`config.mk`:
```
export PLATFORM = sky130hd
export DESIGN_NAME = qspi_xip_bridge
export DESIGN_NICKNAME = d
export VERILOG_FILES = /design/src/rtl/qspi_pkg.sv /design/src/rtl/xip_word_cache.sv /design/src/rtl/qspi_xip_bridge.sv
export SDC_FILE = /design/constraint.sdc
export NUM_CORES = 1
export LEC_CHECK = 0
export CAP_MARGIN = 0
export CORE_ASPECT_RATIO = 1.2
export CORE_MARGIN = 2
export CORE_UTILIZATION = 31
export CTS_BUF_LIST = sky130_fd_sc_hd__clkbuf_16
export DETAILED_ROUTE_END_ITERATION = 7
export PLACE_DENSITY = 0.6
export SYNTH_ARGS = -nofsm -noshare
export SYNTH_HDL_FRONTEND = slang
export SYNTH_SLANG_ARGS = --single-unit
```
`constraint.sdc`:
```
create_clock -name aclk -period 6.55 [get_ports aclk]
set_clock_uncertainty 0.1 [all_clocks]
set_input_delay 1.6375 -clock aclk [delete_from_list [all_inputs] [get_ports aclk]]
set_output_delay 1.6375 -clock aclk [all_outputs]
set_load 0.01 [all_outputs]
```
`src/rtl/qspi_pkg.sv`:
```
// Shared definitions for the QSPI execute-in-place bridge: register map,
// AXI response codes and the read sequencer state type.
package qspi_pkg;

  localparam logic [31:0] REG_CTRL = 32'h0000_0000;
  localparam logic [31:0] REG_ADDR = 32'h0000_0004;
  localparam logic [31:0] REG_DATA = 32'h0000_0008;
  localparam logic [31:0] REG_STAT = 32'h0000_0028;

  localparam logic [1:0] RESP_OKAY   = 2'b00;
  localparam logic [1:0] RESP_SLVERR = 2'b10;

  typedef enum logic [2:0] {
    ST_IDLE,
    ST_W_ADDR,
    ST_W_CTRL,
    ST_GAP,
    ST_POLL,
    ST_RD_DATA,
    ST_RESP
  } xip_state_t;

endpackage

```
`src/rtl/xip_word_cache.sv`:
```
// Single-entry word cache keyed by flash byte address; invalidate wins over fill.
module xip_word_cache (
  input  logic        aclk,
  input  logic        aresetn,
  input  logic        fill,
  input  logic [23:0] fill_tag,
  input  logic [31:0] fill_data,
  input  logic        inv,
  input  logic [23:0] lookup_tag,
  output logic        hit,
  output logic [31:0] data
);

  logic        vld;
  logic [23:0] tag;

  always_ff @(posedge aclk or negedge aresetn) begin
    if (!aresetn) begin
      vld  <= 1'b0;
      tag  <= '0;
      data <= '0;
    end else if (inv) begin
      vld <= 1'b0;
    end else if (fill) begin
      vld  <= 1'b1;
      tag  <= fill_tag;
      data <= fill_data;
    end
  end

  assign hit = vld && (tag == lookup_tag);

endmodule

```
`src/rtl/qspi_xip_bridge.sv`:
```
// AXI4-Lite XIP read bridge: each flash-window word read becomes an
// ADDR/CTRL write, STAT poll and DATA read on the QSPI master's registers.
//
// state   | meaning
// IDLE    | accept one CPU read; hit goes straight to RESP
// W_ADDR  | write flash address to ADDR register
// W_CTRL  | write 1 to CTRL to start the fetch
// GAP     | one cycle for the QSPI busy flag to assert
// POLL    | read STAT until idle or poll budget spent
// RD_DATA | read DATA register
// RESP    | hold read response until the CPU accepts it
module qspi_xip_bridge
  import qspi_pkg::*;
#(
  parameter logic [23:0] FLASH_OFFSET = 24'h000000,
  parameter int          POLL_LIMIT   = 1024,
  parameter bit          CACHE_EN     = 1'b1
) (
  input  logic        aclk,
  input  logic        aresetn,
  input  logic [31:0] s_axi_araddr,
  input  logic        s_axi_arvalid,
  output logic        s_axi_arready,
  output logic [31:0] s_axi_rdata,
  output logic [1:0]  s_axi_rresp,
  output logic        s_axi_rvalid,
  input  logic        s_axi_rready,
  input  logic [31:0] s_axi_awaddr,
  input  logic        s_axi_awvalid,
  output logic        s_axi_awready,
  input  logic [31:0] s_axi_wdata,
  input  logic [3:0]  s_axi_wstrb,
  input  logic        s_axi_wvalid,
  output logic        s_axi_wready,
  output logic [1:0]  s_axi_bresp,
  output logic        s_axi_bvalid,
  input  logic        s_axi_bready,
  output logic [31:0] m_axi_awaddr,
  output logic        m_axi_awvalid,
  input  logic        m_axi_awready,
  output logic [31:0] m_axi_wdata,
  output logic [3:0]  m_axi_wstrb,
  output logic        m_axi_wvalid,
  input  logic        m_axi_wready,
  input  logic [1:0]  m_axi_bresp,
  input  logic        m_axi_bvalid,
  output logic        m_axi_bready,
  output logic [31:0] m_axi_araddr,
  output logic        m_axi_arvalid,
  input  logic        m_axi_arready,
  input  logic [31:0] m_axi_rdata,
  input  logic [1:0]  m_axi_rresp,
  input  logic        m_axi_rvalid,
  output logic        m_axi_rready,
  input  logic        cache_inv
);

  localparam int PCW = (POLL_LIMIT > 2) ? $clog2(POLL_LIMIT) : 1;

  xip_state_t  state, state_nxt;
  logic [23:0] fa, fa_q;
  logic        aw_done, w_done, ar_done, inv_seen;
  logic [PCW-1:0] poll_cnt;
  logic [31:0] resp_data, resp_data_d, cache_data;
  logic [1:0]  resp_code, resp_code_d;
  logic        load_resp, ar_hs, b_hs, r_hs, hit, cache_hit, fill;
  logic        rvalid_q, bvalid_q, wr_accept;
  logic        unused_ok;

  assign fa    = {s_axi_araddr[23:2], 2'b00} + FLASH_OFFSET;
  assign ar_hs = s_axi_arvalid && s_axi_arready;
  assign b_hs  = m_axi_bvalid && m_axi_bready;
  assign r_hs  = m_axi_rvalid && m_axi_rready;
  assign hit   = cache_hit && !cache_inv;
  // An invalidate seen anywhere during the miss keeps the stale word out.
  assign fill  = (state == ST_RD_DATA) && r_hs && (m_axi_rresp == RESP_OKAY)
                 && !inv_seen && !cache_inv;

  generate
    if (CACHE_EN) begin : g_cache
      xip_word_cache u_cache (
        .aclk       (aclk),
        .aresetn    (aresetn),
        .fill       (fill),
        .fill_tag   (fa_q),
        .fill_data  (m_axi_rdata),
        .inv        (cache_inv),
        .lookup_tag (fa),
        .hit        (cache_hit),
        .data       (cache_data)
      );
    end else begin : g_no_cache
      assign cache_hit  = 1'b0;
      assign cache_data = '0;
    end
  endgenerate

  always_ff @(posedge aclk or negedge aresetn) begin
    if (!aresetn) state <= ST_IDLE;
    else          state <= state_nxt;
  end

  always_comb begin
    state_nxt   = state;
    load_resp   = 1'b0;
    resp_data_d = '0;
    resp_code_d = RESP_OKAY;
    unique case (state)
      ST_IDLE: if (ar_hs) begin
        if (hit) begin
          state_nxt   = ST_RESP;
          load_resp   = 1'b1;
          resp_data_d = cache_data;
        end else begin
          state_nxt = ST_W_ADDR;
        end
      end
      ST_W_ADDR, ST_W_CTRL: if (b_hs) begin
        if (m_axi_bresp != RESP_OKAY) begin
          state_nxt   = ST_RESP;
          load_resp   = 1'b1;
          resp_code_d = RESP_SLVERR;
        end else begin
          state_nxt = (state == ST_W_ADDR) ? ST_W_CTRL : ST_GAP;
        end
      end
      ST_GAP: state_nxt = ST_POLL;
      ST_POLL: if (r_hs) begin
        if (m_axi_rresp != RESP_OKAY || (m_axi_rdata[0] && poll_cnt == '0)) begin
          state_nxt   = ST_RESP;
          load_resp   = 1'b1;
          resp_code_d = RESP_SLVERR;
        end else if (!m_axi_rdata[0]) begin
          state_nxt = ST_RD_DATA;
        end
      end
      ST_RD_DATA: if (r_hs) begin
        state_nxt = ST_RESP;
        load_resp = 1'b1;
        if (m_axi_rresp != RESP_OKAY) resp_code_d = RESP_SLVERR;
        else                          resp_data_d = m_axi_rdata;
      end
      ST_RESP: if (s_axi_rvalid && s_axi_rready) state_nxt = ST_IDLE;
      default: state_nxt = ST_IDLE;
    endcase
  end

  always_comb begin
    s_axi_arready = (state == ST_IDLE);
    m_axi_awaddr  = '0;
    m_axi_awvalid = 1'b0;
    m_axi_wdata   = '0;
    m_axi_wstrb   = '0;
    m_axi_wvalid  = 1'b0;
    m_axi_bready  = 1'b0;
    m_axi_araddr  = '0;
    m_axi_arvalid = 1'b0;
    m_axi_rready  = 1'b0;
    unique case (state)
      ST_W_ADDR, ST_W_CTRL: begin
        m_axi_awaddr  = (state == ST_W_ADDR) ? REG_ADDR : REG_CTRL;
        m_axi_wdata   = (state == ST_W_ADDR) ? {8'h00, fa_q} : 32'h1;
        m_axi_wstrb   = 4'hF;
        m_axi_awvalid = !aw_done;
        m_axi_wvalid  = !w_done;
        m_axi_bready  = 1'b1;
      end
      ST_POLL, ST_RD_DATA: begin
        m_axi_araddr  = (state == ST_POLL) ? REG_STAT : REG_DATA;
        m_axi_arvalid = !ar_done;
        m_axi_rready  = 1'b1;
      end
      default: ;
    endcase
  end

  always_ff @(posedge aclk or negedge aresetn) begin
    if (!aresetn) begin
      fa_q      <= '0;
      aw_done   <= 1'b0;
      w_done    <= 1'b0;
      ar_done   <= 1'b0;
      inv_seen  <= 1'b0;
      poll_cnt  <= '0;
      resp_data <= '0;
      resp_code <= RESP_OKAY;
      rvalid_q  <= 1'b0;
    end else begin
      if (ar_hs) fa_q <= fa;
      if (state_nxt != state) begin
        aw_done <= 1'b0;
        w_done  <= 1'b0;
        ar_done <= 1'b0;
      end else begin
        if (m_axi_awvalid && m_axi_awready) aw_done <= 1'b1;
        if (m_axi_wvalid && m_axi_wready)   w_done  <= 1'b1;
        if (r_hs)                                ar_done <= 1'b0;
        else if (m_axi_arvalid && m_axi_arready) ar_done <= 1'b1;
      end
      // Down-counter: busy result seen at zero is the last permitted poll.
      if (state == ST_GAP)
        poll_cnt <= PCW'(POLL_LIMIT - 1);
      else if (state == ST_POLL && r_hs && m_axi_rdata[0] && poll_cnt != '0)
        poll_cnt <= poll_cnt - PCW'(1);
      if (ar_hs)          inv_seen <= cache_inv;
      else if (cache_inv) inv_seen <= 1'b1;
      if (load_resp) begin
        resp_data <= resp_data_d;
        resp_code <= resp_code_d;
      end
      if (s_axi_rvalid && s_axi_rready) rvalid_q <= 1'b0;
      else if (state == ST_RESP)        rvalid_q <= 1'b1;
    end
  end

  assign s_axi_rvalid = rvalid_q;
  assign s_axi_rdata  = resp_data;
  assign s_axi_rresp  = resp_code;

  // The flash window is read-only: every write is refused with SLVERR.
  assign wr_accept     = s_axi_awvalid && s_axi_wvalid && !bvalid_q;
  assign s_axi_awready = wr_accept;
  assign s_axi_wready  = wr_accept;
  assign s_axi_bvalid  = bvalid_q;
  assign s_axi_bresp   = bvalid_q ? RESP_SLVERR : RESP_OKAY;

  always_ff @(posedge aclk or negedge aresetn) begin
    if (!aresetn)                       bvalid_q <= 1'b0;
    else if (wr_accept)                 bvalid_q <= 1'b1;
    else if (bvalid_q && s_axi_bready)  bvalid_q <= 1'b0;
  end

  assign unused_ok = ^{s_axi_araddr[31:24], s_axi_araddr[1:0], s_axi_awaddr,
                       s_axi_wdata, s_axi_wstrb, fill};

endmodule

```
==> metrics.yaml <==
post-cts-setup-buffer-count: 0
max_stage_delay_ps: 560
cts_hold_buf: 0
num_vias: 4999
min_period_ps: 4580
root_buffer: "clkbuf_16"
diodes: 0
clockBufferDepth: 2
synthCells: 669
mostFrequentLayoutCell: "clkdlybuf4s50_1"
stdcell_count: 1087
drtIter0Drc: 198
path_class: "input port to output pin"
start_kind: "input port"
synth_cell_type_count: 49
hp-class: "flip-flop to flip-flop"
final_cell_mix: "clkdlybuf4s50_1, dfrtp_1, nand2_1"
yosysSeqAreaShare_pct: 48.0
die_h_um: 165
setup_viol: 0
cp-end-kind: "output pin"
hold_ws_ps: 382
rsz0062_at_grt: "no"
gr-usage-all-layers_pct: 14.8
cp_slowest_cell: "clkdlybuf4s50_1"
syn_to_final_growth_pct: 29.7
clk_pin_slew_ps: 60
crit_fanout: 2
fin_ws_ps: 1970
crit_arrival_ps: 2840
antenna_found_initial: 0
cts-resized-gates: 0
power_density_mw_per_mm2: 312
dp.cells: 1055
fmax_mhz: 218
rows: 59
wl_per_cell_um: 15.5
crit_chain: "clkdlybuf4s50_1 > nand2_1 > nor2_1 > clkdlybuf4s50_1"
ioPinCount: 295
postSynthAreaPerCell_um2: 10.1
ys.flop_type: "dfrtp_1"
port_buffers: 144
period_share_pct: 70.0
fin_nets: 951
viasPerCell: 4.60
synth_edf_count: 0
grt_pass1_vias: 4970
p_leak_nw: 4.00
async_flop_share_pct: 100
slew_violations: 0
grt_max_degree: 92
overflow: 0
grt_first_pass_wirelength_um: 26800
power.total_mw: 2.72
dp_slack_ps: 1970
synth_area_mm2: 0.00673
drc: 0
dieArea_mm2: 0.0229
cts_buffers: 17
ir_drop_mv: 0.166
slew_headroom_pct: 32.6
place_hpwl_um: 11000
drive_gt1_share_pct: 12.4
hold_viol: 0
tns_ps: 0
postRouteAntennaNets: 0
htree_num_levels: 4
firstDrtPassIters: 4
post_dp_cell_area_mm2: 0.00814
initial_core_util_pct: 31.3
place_congestion: 0.794
fin_util_pct: 40.6
yosys_register_bits: 129
coreArea_mm2: 0.0215
yosys_warnings: 0
cts.sinks: 129
die_x_um: 139
post-route-cell-area_mm2: 0.00873
cp_common_cell: "clkdlybuf4s50_1"
required_ps: 4810
tightest_slew_ps: 1010
drt_wl_total_um: 16800
clk_latency_ps: 420
status: "completed"
cts_tree: "built"
drv_cap: 0
## registers in the layout, summed over array words and instances, names as in the netlist
| name | count |
|---|---|
| ar_done | 1 |
| aw_done | 1 |
| fa_q | 22 |
| g_cache.u_cache.data | 32 |
| g_cache.u_cache.tag | 22 |
| g_cache.u_cache.vld | 1 |
| inv_seen | 1 |
| poll_cnt | 10 |
| s_axi_bvalid | 1 |
| s_axi_rdata | 32 |
| s_axi_rresp | 1 |
| s_axi_rvalid | 1 |
| state | 3 |
| w_done | 1 |
## logic make-up (layout without fill, tap and decap cells)
kind of cell / Yosys count / count (layout) / synth area share (%)
xor gates and xnor gates: 30 / 30 / 3.90
DFF: 129 / 129 / 48.0
other: 1 / 72 / 0.0557
and+or+nand+nor: 240 / 240 / 17.8
AOI/OAI and AO/OA: 91 / 91 / 9.22
buffers and inverters: 121 / 194 / 11.5
muxes: 55 / 55 / 9.18
adders and majority gates: 2 / 2 / 0.372
## synth_stat cells (2+ instances only)
cell / number / area (µm²)
dfrtp_1: 129 / 3230
nand2_1: 117 / 439
buf_4: 79 / 593
and2_1: 55 / 344
mux2_2: 49 / 552
a41oi_1: 32 / 280
clkbuf_1: 32 / 120
o21ai_1: 31 / 155
xor2_1: 29 / 254
nor2_1: 17 / 63.8
o21ai_0: 8 / 40.0
nor4_1: 7 / 43.8
inv_1: 6 / 22.5
nand3_1: 6 / 30.0
nand4_1: 6 / 37.5
nor3_1: 6 / 30.0
a21oi_1: 5 / 25.0
mux2_1: 5 / 56.3
nand2b_1: 4 / 25.0
or4_1: 4 / 30.0
buf_6: 3 / 33.8
nor2b_1: 3 / 18.8
o21a_1: 3 / 22.5
a21o_1: 2 / 15.0
and3_1: 2 / 12.5
ha_1: 2 / 25.0
nand3b_1: 2 / 15.0
nor3b_1: 2 / 15.0
o21bai_1: 2 / 15.0
or3_1: 2 / 12.5
## final timing paths
| path | startpoint | endpoint | slack (ps) | depth (start not counted) |
|---|---|---|---|---|
| max | s_axi_wvalid | s_axi_awready | 1970 | 4 |
| min | inv_seen$_DFFE_PN0P_ | inv_seen$_DFFE_PN0P_ | 380 | 1 |
| max reg2reg | state[2]$_DFF_PN0_ | s_axi_rresp[1]$_DFFE_PN0P_ | 3570 | 7 |
| min reg2reg | inv_seen$_DFFE_PN0P_ | inv_seen$_DFFE_PN0P_ | 380 | 1 |
| max in group asynchronous | aresetn | poll_cnt[8]$_DFFE_PN0P_ | 4020 | 2 |
| min in group asynchronous | aresetn | s_axi_bvalid$_DFFE_PN0P_ | 1190 | 1 |
## area by class of cell
type	count	area, µm²
flip-flops and latches	129	3230
inverters	6	22.5
multi-input cells	490	3020
clock buffers	17	425
clock inverters	15	161
well taps	274	343
repair buffers	156	1530
fillers	2086	12800
## where the power goes
part / switching (mW) / total (mW) / internal [mW]
sequential: 0.118 / 1.05 / 0.936
combinational: 0.377 / 0.722 / 0.345
clock: 0.384 / 0.948 / 0.564
## worst max-delay path, delay by kind of cell
family | cells | cell delay, ps
and+or+nand+nor | 2 | 190
buffers and inverters | 2 | 1010
## routing by layer
metal / up-vias / part of all wire (%) / GRT usage [%] / wire length (µm)
met1: 2443 / 42 / 18.0 / 7090
li1: 2406 / - / - / -
met4: 0 / 1.8 / 5.19 / 299
met5: - / 0 / 0 / 0
met3: 18 / 4.1 / 3.09 / 694
met2: 132 / 52 / 26.2 / 8720
Power figures use the tool's default switching activity.
